[src/rtl/seq_alu_pkg.sv]
// Shared types for the sequential ALU: opcode encoding, FSM states, opcode width.
package seq_alu_pkg;

  localparam int OPW_C = 4;

  typedef enum logic [OPW_C-1:0] {
    OP_AND  = 4'd0,
    OP_OR   = 4'd1,
    OP_ADD  = 4'd2,
    OP_ANDN = 4'd4,
    OP_ORN  = 4'd5,
    OP_SUB  = 4'd6,
    OP_SLT  = 4'd7,
    OP_SLTU = 4'd8,
    OP_MUL  = 4'd9
  } alu_op_t;

  typedef enum logic [1:0] {
    ST_IDLE = 2'd0,
    ST_BUSY = 2'd1,
    ST_DONE = 2'd2
  } state_t;

endpackage

[src/rtl/seq_alu_mul.sv]
// Iterative shift-add multiplier: one multiplier bit per cycle, LSB first, low WIDTH bits kept.
// done is high during the final step; prod then carries the completed product.
module seq_alu_mul #(
  parameter int WIDTH = 32
) (
  input  logic             clk,
  input  logic             reset,
  input  logic             start,
  input  logic [WIDTH-1:0] a,
  input  logic [WIDTH-1:0] b,
  output logic             done,
  output logic [WIDTH-1:0] prod
);

  localparam int CW = (WIDTH > 1) ? $clog2(WIDTH) : 1;

  logic             busy_r;
  logic [CW-1:0]    cnt_r;
  logic [WIDTH-1:0] acc_r;
  logic [WIDTH-1:0] mcand_r;
  logic [WIDTH-1:0] mplier_r;
  logic [WIDTH-1:0] acc_nx_s;
  logic             last_s;

  assign acc_nx_s = mplier_r[0] ? (acc_r + mcand_r) : acc_r;
  assign last_s   = busy_r & (cnt_r == CW'(WIDTH - 1));
  assign done     = last_s;
  assign prod     = acc_nx_s;

  // Operand load on start, then one partial-product step per cycle while busy.
  always_ff @(posedge clk) begin
    if (reset) begin
      busy_r   <= 1'b0;
      cnt_r    <= {CW{1'b0}};
      acc_r    <= {WIDTH{1'b0}};
      mcand_r  <= {WIDTH{1'b0}};
      mplier_r <= {WIDTH{1'b0}};
    end else if (start) begin
      busy_r   <= 1'b1;
      cnt_r    <= {CW{1'b0}};
      acc_r    <= {WIDTH{1'b0}};
      mcand_r  <= a;
      mplier_r <= b;
    end else if (busy_r) begin
      busy_r   <= ~last_s;
      cnt_r    <= cnt_r + CW'(1);
      acc_r    <= acc_nx_s;
      mcand_r  <= mcand_r << 1'b1;
      mplier_r <= mplier_r >> 1'b1;
    end else begin
      busy_r   <= busy_r;
      cnt_r    <= cnt_r;
      acc_r    <= acc_r;
      mcand_r  <= mcand_r;
      mplier_r <= mplier_r;
    end
  end

endmodule

[src/rtl/seq_alu.sv]
// Sequential ALU with valid/ready handshake and IDLE/BUSY/DONE control.
// Define SEQ_ALU_MUL_EN to build the iterative multiplier; otherwise MUL is a reserved opcode.
module seq_alu
  import seq_alu_pkg::*;
#(
  parameter int WIDTH = 32,
  parameter int OPW   = OPW_C
) (
  input  logic             clk,
  input  logic             reset,
  input  logic             in_valid,
  output logic             in_ready,
  input  logic [OPW-1:0]   op,
  input  logic [WIDTH-1:0] op1,
  input  logic [WIDTH-1:0] op2,
  output logic             out_valid,
  input  logic             out_ready,
  output logic [WIDTH-1:0] res,
  output logic             zf,
  output logic             ovf,
  output logic             err
);

  state_t           state_r;
  state_t           state_nx_s;
  logic             in_ready_r;
  logic             out_valid_r;
  logic [WIDTH-1:0] res_r;
  logic             zf_r;
  logic             ovf_r;
  logic             err_r;

  logic             accept_s;
  logic [WIDTH-1:0] sum_s;
  logic [WIDTH-1:0] diff_s;
  logic [WIDTH-1:0] neg_s;
  logic [WIDTH-1:0] alu_res_s;
  logic             alu_ovf_s;
  logic             alu_err_s;
  logic             alu_mul_s;
  logic             load_s;
  logic [WIDTH-1:0] res_ld_s;
  logic             ovf_ld_s;
  logic             err_ld_s;
  logic             zf_ld_s;

  // Signed overflow: operands agree in sign but the result does not.
  function automatic logic ovf_fn(input logic [WIDTH-1:0] a,
                                  input logic [WIDTH-1:0] b,
                                  input logic [WIDTH-1:0] r);
    ovf_fn = (a[WIDTH-1] == b[WIDTH-1]) & (r[WIDTH-1] != a[WIDTH-1]);
  endfunction

  assign accept_s = in_valid & in_ready_r;
  assign sum_s    = op1 + op2;
  assign diff_s   = op1 - op2;
  assign neg_s    = {WIDTH{1'b0}} - op2;

`ifdef SEQ_ALU_MUL_EN
  logic             mul_start_s;
  logic             mul_done_s;
  logic [WIDTH-1:0] mul_prod_s;

  assign mul_start_s = (state_r == ST_IDLE) & accept_s & alu_mul_s;

  seq_alu_mul #(
    .WIDTH (WIDTH)
  ) u_mul (
    .clk   (clk),
    .reset (reset),
    .start (mul_start_s),
    .a     (op1),
    .b     (op2),
    .done  (mul_done_s),
    .prod  (mul_prod_s)
  );
`endif

  // Single-cycle operation decode; unknown or absent opcodes resolve to a clean error result.
  always_comb begin
    alu_res_s = {WIDTH{1'b0}};
    alu_ovf_s = 1'b0;
    alu_err_s = 1'b0;
    alu_mul_s = 1'b0;
    case (op)
      OP_AND:  alu_res_s = op1 & op2;
      OP_OR:   alu_res_s = op1 | op2;
      OP_ADD: begin
        alu_res_s = sum_s;
        alu_ovf_s = ovf_fn(op1, op2, sum_s);
      end
      OP_ANDN: alu_res_s = op1 & ~op2;
      OP_ORN:  alu_res_s = op1 | ~op2;
      OP_SUB: begin
        alu_res_s = diff_s;
        alu_ovf_s = ovf_fn(op1, neg_s, diff_s);
      end
      OP_SLT:  alu_res_s = {{(WIDTH-1){1'b0}}, ($signed(op1) < $signed(op2))};
      OP_SLTU: alu_res_s = {{(WIDTH-1){1'b0}}, (op1 < op2)};
`ifdef SEQ_ALU_MUL_EN
      OP_MUL:  alu_mul_s = 1'b1;
`else
      OP_MUL:  alu_err_s = 1'b1;
`endif
      default: alu_err_s = 1'b1;
    endcase
  end

  // Next-state and result-load selection.
  always_comb begin
    state_nx_s = state_r;
    load_s     = 1'b0;
    res_ld_s   = alu_res_s;
    ovf_ld_s   = alu_ovf_s;
    err_ld_s   = alu_err_s;
    case (state_r)
      ST_IDLE: begin
        if (accept_s && alu_mul_s) begin
          state_nx_s = ST_BUSY;
        end else if (accept_s) begin
          state_nx_s = ST_DONE;
          load_s     = 1'b1;
        end else begin
          state_nx_s = ST_IDLE;
        end
      end
      ST_BUSY: begin
`ifdef SEQ_ALU_MUL_EN
        if (mul_done_s) begin
          state_nx_s = ST_DONE;
          load_s     = 1'b1;
          res_ld_s   = mul_prod_s;
          ovf_ld_s   = 1'b0;
          err_ld_s   = 1'b0;
        end else begin
          state_nx_s = ST_BUSY;
        end
`else
        state_nx_s = ST_IDLE;
`endif
      end
      ST_DONE: begin
        if (out_ready) begin
          state_nx_s = ST_IDLE;
        end else begin
          state_nx_s = ST_DONE;
        end
      end
      default: state_nx_s = ST_IDLE;
    endcase
  end

  assign zf_ld_s = (res_ld_s == {WIDTH{1'b0}});

  // State, handshake flags and result registers; results only change on load.
  always_ff @(posedge clk) begin
    if (reset) begin
      state_r     <= ST_IDLE;
      in_ready_r  <= 1'b1;
      out_valid_r <= 1'b0;
      res_r       <= {WIDTH{1'b0}};
      zf_r        <= 1'b0;
      ovf_r       <= 1'b0;
      err_r       <= 1'b0;
    end else begin
      state_r     <= state_nx_s;
      in_ready_r  <= (state_nx_s == ST_IDLE);
      out_valid_r <= (state_nx_s == ST_DONE);
      if (load_s) begin
        res_r <= res_ld_s;
        zf_r  <= zf_ld_s;
        ovf_r <= ovf_ld_s;
        err_r <= err_ld_s;
      end else begin
        res_r <= res_r;
        zf_r  <= zf_r;
        ovf_r <= ovf_r;
        err_r <= err_r;
      end
    end
  end

  assign in_ready  = in_ready_r;
  assign out_valid = out_valid_r;
  assign res       = res_r;
  assign zf        = zf_r;
  assign ovf       = ovf_r;
  assign err       = err_r;

endmodule

[config.mk]
export PLATFORM = sky130hd
export DESIGN_NAME = seq_alu
export DESIGN_NICKNAME = d
export VERILOG_FILES = /design/src/rtl/seq_alu_pkg.sv /design/src/rtl/seq_alu_mul.sv /design/src/rtl/seq_alu.sv
export SDC_FILE = /design/constraint.sdc
export NUM_CORES = 1
export LEC_CHECK = 0
export ABC_AREA = 1
export BUFFER_PORTS_ARGS = -buffer_cell sky130_fd_sc_hd__buf_4
export CAP_MARGIN = 30
export CORE_UTILIZATION = 25
export DETAILED_ROUTE_END_ITERATION = 6
export PLACE_DENSITY_LB_ADDON = 0.25
export REMOVE_ABC_BUFFERS = 1
export SYNTH_ARGS = -nofsm -noshare
export SYNTH_HDL_FRONTEND = slang
export SYNTH_SLANG_ARGS = --single-unit
[constraint.sdc]
create_clock -name clk -period 6.3 [get_ports clk]
set_clock_uncertainty 0.05 [all_clocks]
set_input_delay 0.945 -clock clk [delete_from_list [all_inputs] [get_ports clk]]
set_output_delay 0.945 -clock clk [all_outputs]
set_load 0.1 [all_outputs]
### After elaboration in Yosys (flattened, before gate mapping)

Index checks and enable logic that the tools add are counted.

| operators by class | value |
|---|---|
| add/subtract/negate cells | 3 |
| order comparisons | 2 |
| equality and inequality tests | 13 |
| muxes and demuxes | 8 |
| bitwise operators | 8 |
| reductions and logical operators | 5 |

Operator list:

| kind | count |
|---|---|
| one-hot mux 32 bit (8 select lines) | 1 |
| AND 32 bit | 2 |
| less-than comparator 32 bit | 2 |
| bitwise OR 32 bit | 2 |
| adder 32 bit | 1 |
| logical NOT 32 bit | 1 |
| inverter 32 bit | 1 |
| subtractor 1 x 32 -> 32 bit (first input constant) | 1 |
| subtractor 32 bit | 1 |
| == test 4 x 3 -> 1 bit (second input constant) | 4 |
| OR reduction 8 bit | 1 |
| == test 2 bit (second input constant) | 2 |
| == test 4 x 1 -> 1 bit (second input constant) | 1 |
| == test 4 x 2 -> 1 bit (second input constant) | 1 |
| == test 4 bit (second input constant) | 1 |
| logical NOT 2 bit | 2 |
| logical NOT 4 bit | 1 |
| 2-to-1 mux 2 bit | 2 |
| one-hot mux 2 bit (2 select lines) | 1 |
| AND 1 bit | 3 |
| 2-to-1 mux 1 bit | 3 |
| == test 1 bit | 2 |
| != test 1 bit | 2 |
| one-hot mux 1 bit (2 select lines) | 1 |

| storage, ports and cells | value |
|---|---|
| flip-flop bits (word level) | 39 |
| input bits | 72 |
| output and inout port bits | 37 |
| logic and storage cells | 46 |

### Logic depth before layout (Yosys ltp)

| logic depth | value |
|---|---|
| word-level depth | 4 |
| depth in mapped cells | 21 |
| depth with buffers taken out | 20 |

### Least setup slack after synthesis

OpenSTA, ideal clock, no wires.

| timing path | value |
|---|---|
| kind | input to register |
| start | in op1[0] |
| end | reg zf_r, in the netlist zf |
| setup time | 0.068 ns |
| arrival time | 2.813 ns |
| required time | 6.182 ns |
| setup slack | 3.370 ns |
| cell stages on the path | 20 |
| buffers on the path | 0 |
| path through | inv_1 -> ha_1 -> fa_1 -> inv_1 -> nand2_1 -> nand2_1 -> nand3_1 -> nand2_1 -> nand2_1 -> nand2_1 -> nand2_1 -> nand3_1 -> nand2_1 -> nor2_1 -> nand3_1 -> nor2_1 -> nand2_1 -> nor2_1 -> nand3_1 -> a21oi_2 |

| on the way | value |
|---|---|
| longest elaborated chain between the ends | 3 |
| elaborated cells on any way between the ends | 10 |
| those cells by class | add/sub: 2; order compare: 2; mux: 1; bitwise: 4; reduce/logical: 1 |

RTL lines:

| item | RTL line | RTL |
|---|---|---|
| start: declaration | seq_alu.sv:14 | `input logic [WIDTH-1:0] op1,` |
| subtractor 32 bit (tied with other cells) | seq_alu.sv:56 | `assign diff_s = op1 - op2;` |
| one-hot mux 32 bit (8 select lines) * | seq_alu.sv:85 | `case (op)` |
| logical NOT 32 bit * | seq_alu.sv:153 | `assign zf_ld_s = (res_ld_s == {WIDTH{1'b0}});` |
| end signal: assignment | seq_alu.sv:171 | `zf_r <= zf_ld_s;` |
| end signal: assignment | seq_alu.sv:176 | `zf_r <= zf_r;` |
| end: declaration | seq_alu.sv:29 | `logic zf_r;` |

Every way passes the cells marked *; elsewhere a longest branch is shown, timed or not.
A chain may end at the register's enable or synchronous reset.

### Worst setup path after layout

| timing path | value |
|---|---|
| start | in op[2] |
| end | reg zf_r, in the netlist zf |

| on the way | value |
|---|---|
| longest elaborated chain between the ends | 3 |
| elaborated cells on any way between the ends | 10 |
| those cells by class | eq/ne: 7; mux: 1; reduce/logical: 2 |

RTL lines:

| item | RTL line | RTL |
|---|---|---|
| start: declaration | seq_alu.sv:13 | `input logic [OPW-1:0] op,` |
| == test 4 bit (tied with other cells) | seq_alu.sv:85 |  |
| one-hot mux 32 bit (8 select lines) * | seq_alu.sv:85 |  |
| logical NOT 32 bit * | seq_alu.sv:153 |  |

Marked as above.

==> results.py <==
metrics = {
    "status": {
        "outcome": "finished, final reports clean",
    },
    "setup_path": {
        "startpoint_type": "input pin",
        "path_buf_inv": 2,
        "crit_arrival_ps": 3950,
        "critPathMaxStageDelay_ps": 830,
        "crit_type": "in2reg",
        "end_kind": "flip-flop",
        "crit_family": "simple AND/OR/NAND/NOR gates",
        "cp.required_ps": 6410,
        "path_max_fanout": 36,
        "r2r_slack_ps": 4340,
        "crit_chain": "buf_4, nand2_1, nor2_4, inv_1, a21oi_1, o21ai_0, nand3b_1, nor2_1, nand3_1, nor2_1, nand2_1, nor2_1, nand3_1, a21oi_2",
        "cp_slowest_cell": "nor2_4",
        "cp_common_cell": "nor2_1",
    },
    "cts": {
        "numCtsBuffers": 5,
        "clockBufferDepth": 2,
        "numClockSinks": 37,
        "clk_pin_slew_ps": 60,
        "htreeDepth": 2,
        "cts_resized": 0,
        "root_buffer": "clkbuf_16",
        "holdBufCountCts": 0,
        "cts_tree": "built",
        "insertion_delay_ps": 280,
        "postCtsSetupRepairBufs": 0,
    },
    "finish": {
        "fin_nets": 1742,
        "fill_cells": 3611,
        "final_util_pct": 29.7,
        "antenna_cells": 0,
        "syn_to_final_growth_pct": 15.4,
        "layout-drive-gt1-share_pct": 10.8,
        "stdcell_area_um2": 9190,
        "finalNonFillerCells": 2002,
    },
    "sta": {
        "rsz0062_at_grt": "false",
        "fmax_ghz": 0.260,
        "setup_violations": 0,
        "maxSlewHeadroom_pct": 28.9,
        "hold_viol": 0,
        "setup_tns_ps": 0,
        "fin_hold_ws_ps": 428,
        "fin_crit_sh_pct": 60.9,
        "fin_ws_ps": 2460,
        "final-max-slew-violation-count": 0,
        "min_period_ps": 3840,
        "tightest_slew_ps": 1060,
    },
    "floorplanning": {
        "die_w_um": 180,
        "design.die.area_um2": 32600,
        "core_um2": 31000,
        "start_util_pct": 25.7,
        "row_count": 64,
        "ios": 109,
        "fp.dieH_um": 180,
    },
    "synthesis": {
        "synthTopCellsByArea": "nand2_1 22%, inv_1 14%, ha_1 9.9%",
        "syn_inst": 1539,
        "synthXorXnorAreaFrac_pct": 3.63,
        "ys_seq_area_share_pct": 9.30,
        "synth-seq-cells": 37,
        "syn-mean-instance-area_um2": 5.17,
        "synth_fa_ha_area_share_pct": 10.4,
        "ys_warn_count": 0,
        "synthSimpleGateAreaFrac_pct": 46.9,
        "synth_cell_type_count": 43,
        "muxShareOfSynthArea_pct": 0,
        "synth_top_family_by_area": "simple AND/OR/NAND/NOR gates",
        "syn_area_um2": 7960,
        "synth_compound_area_share_pct": 11.6,
        "yosys.area.top_type": "nand2_1",
        "yosysTopAreaCellShare_pct": 22.3,
    },
    "detailed_routing": {
        "drc": 0,
        "vias": 9483,
        "vias_per_cell": 4.74,
        "drt_iter0_markers": 812,
        "wirelength_mm": 35.8,
        "first_pass_iters": 5,
        "wl_per_cell_um": 17.9,
        "final_antenna_net_count": 0,
    },
    "placed_design": {
        "dp_cells": 1994,
        "place_area_um2": 9010,
        "dp_hpwl_mm": 30.2,
        "portBuffers": 108,
        "gp_congestion": 0.942,
        "dp_slack_ps": 2200,
    },
    "power_and_ir_drop": {
        "p_leak_nw": 5.25,
        "power_density_nw_per_um2": 159,
        "peakVddDrop_mv": 0.122,
        "total_power_mw": 1.46,
    },
    "job": {
        "max_cap_violations": 0,
    },
    "global_routing": {
        "antenna_found_initial": 1,
        "gr-total-overflow": 0,
        "grt_max_degree": 47,
        "track_usage_pct": 21.9,
        "grt_pass1_wl_mm": 53.8,
        "grt_pass1_vias": 8934,
    },
    "worst_hold_path": {
        "hold_class": "reg2reg",
    },
}
[kinds of logic after synthesis]
group	count (synthesis)
AND/OR/NAND/NOR	878
buffers and inverters	356
AO/OA/AOI/OAI	170
adder cells (fa/ha/maj)	65
flip-flops	37
XOR/XNOR	33
[metal layers]
| metal | part of all wire, % | global-route usage [%] |
|---|---|---|
| met3 | 5.4 | 2.08 |
| met1 | 48 | 30.3 |
| met4 | 3.4 | 7.69 |
| met5 | 0.050 | 0 |
| met2 | 43 | 35.0 |
[cells in the mapped netlist, drive strengths merged]
master and number:
nand4 13, o22ai 1, o21ai 78, clkinv 2, dfxtp 37, o32ai 1, xor2 17, a21o 1
nand3b 9, o21bai 7, nand2 483, nor4 7, clkbuf 11, buf 40, nor3 17, nand3 151
and2 4, o211ai 11, o31ai 1, nor2 188, inv 303, or2 6, fa 2, ha 63
o21a 1, xnor2 16, a22oi 1, a21oi 68
[area by class of cell]
| type | count | area, um2 | area share [%] |
|---|---|---|---|
| inverter | 305 | 1140 | 12.5 |
| tap | 396 | 495 | 5.39 |
| clock inverter | 2 | 37.5 | 0.408 |
| sequential | 37 | 741 | 8.06 |
| multi-input combinational | 1146 | 5800 | 63.1 |
| timing repair buffer | 110 | 838 | 9.12 |
| clock buffer | 6 | 139 | 1.51 |
[state kept, by name (all words and copies together), names as in the netlist]
name / cells
res: 32
err: 1
zf: 1
in_ready: 1
out_valid: 1
ovf: 1
[path summary, 6_finish.rpt]
path,from,end,depth (start not counted)
worst min-delay path,err,err,2
worst max register to register,out_valid,zf,14
worst min register to register,err,err,2
worst max-delay path,op[2],zf,14
[power by group]
group / leakage [nW] / internal [mW] / switching (mW)
clock network: 0.0831 / 0.197 / 0.0973
logic: 4.86 / 0.243 / 0.656
registers: 0.305 / 0.256 / 0.0132
[layout by cell type (no fill, tap or decap), types with 7 or more instances in the layout]
master    netlist  final
o21bai_1        7      7
nor4_1          7      7
ha_1           63     63
buf_4          20    109
inv_1         290    290
nor3_1         14     14
o21ai_0        76     76
nand3_1       146    146
a21oi_1        64     64
nand2_2         9      9
nor2_1        172    170
nand4_1        13     13
nor2_2         16     16
nand3b_1        8      8
nand2_1       474    474
o211ai_1       11     11
dfxtp_1        37     37
inv_2          13     13
xnor2_1        16     16
xor2_1         17     17
[tightest hold or removal path: cells and delay by family (launching register included)]
kind	cells	cell delay, ps
flip-flops	1	310
AO/OA/AOI/OAI	1	60
AND/OR/NAND/NOR	1	60
No activity file was read; power rests on OpenSTA's default activity.
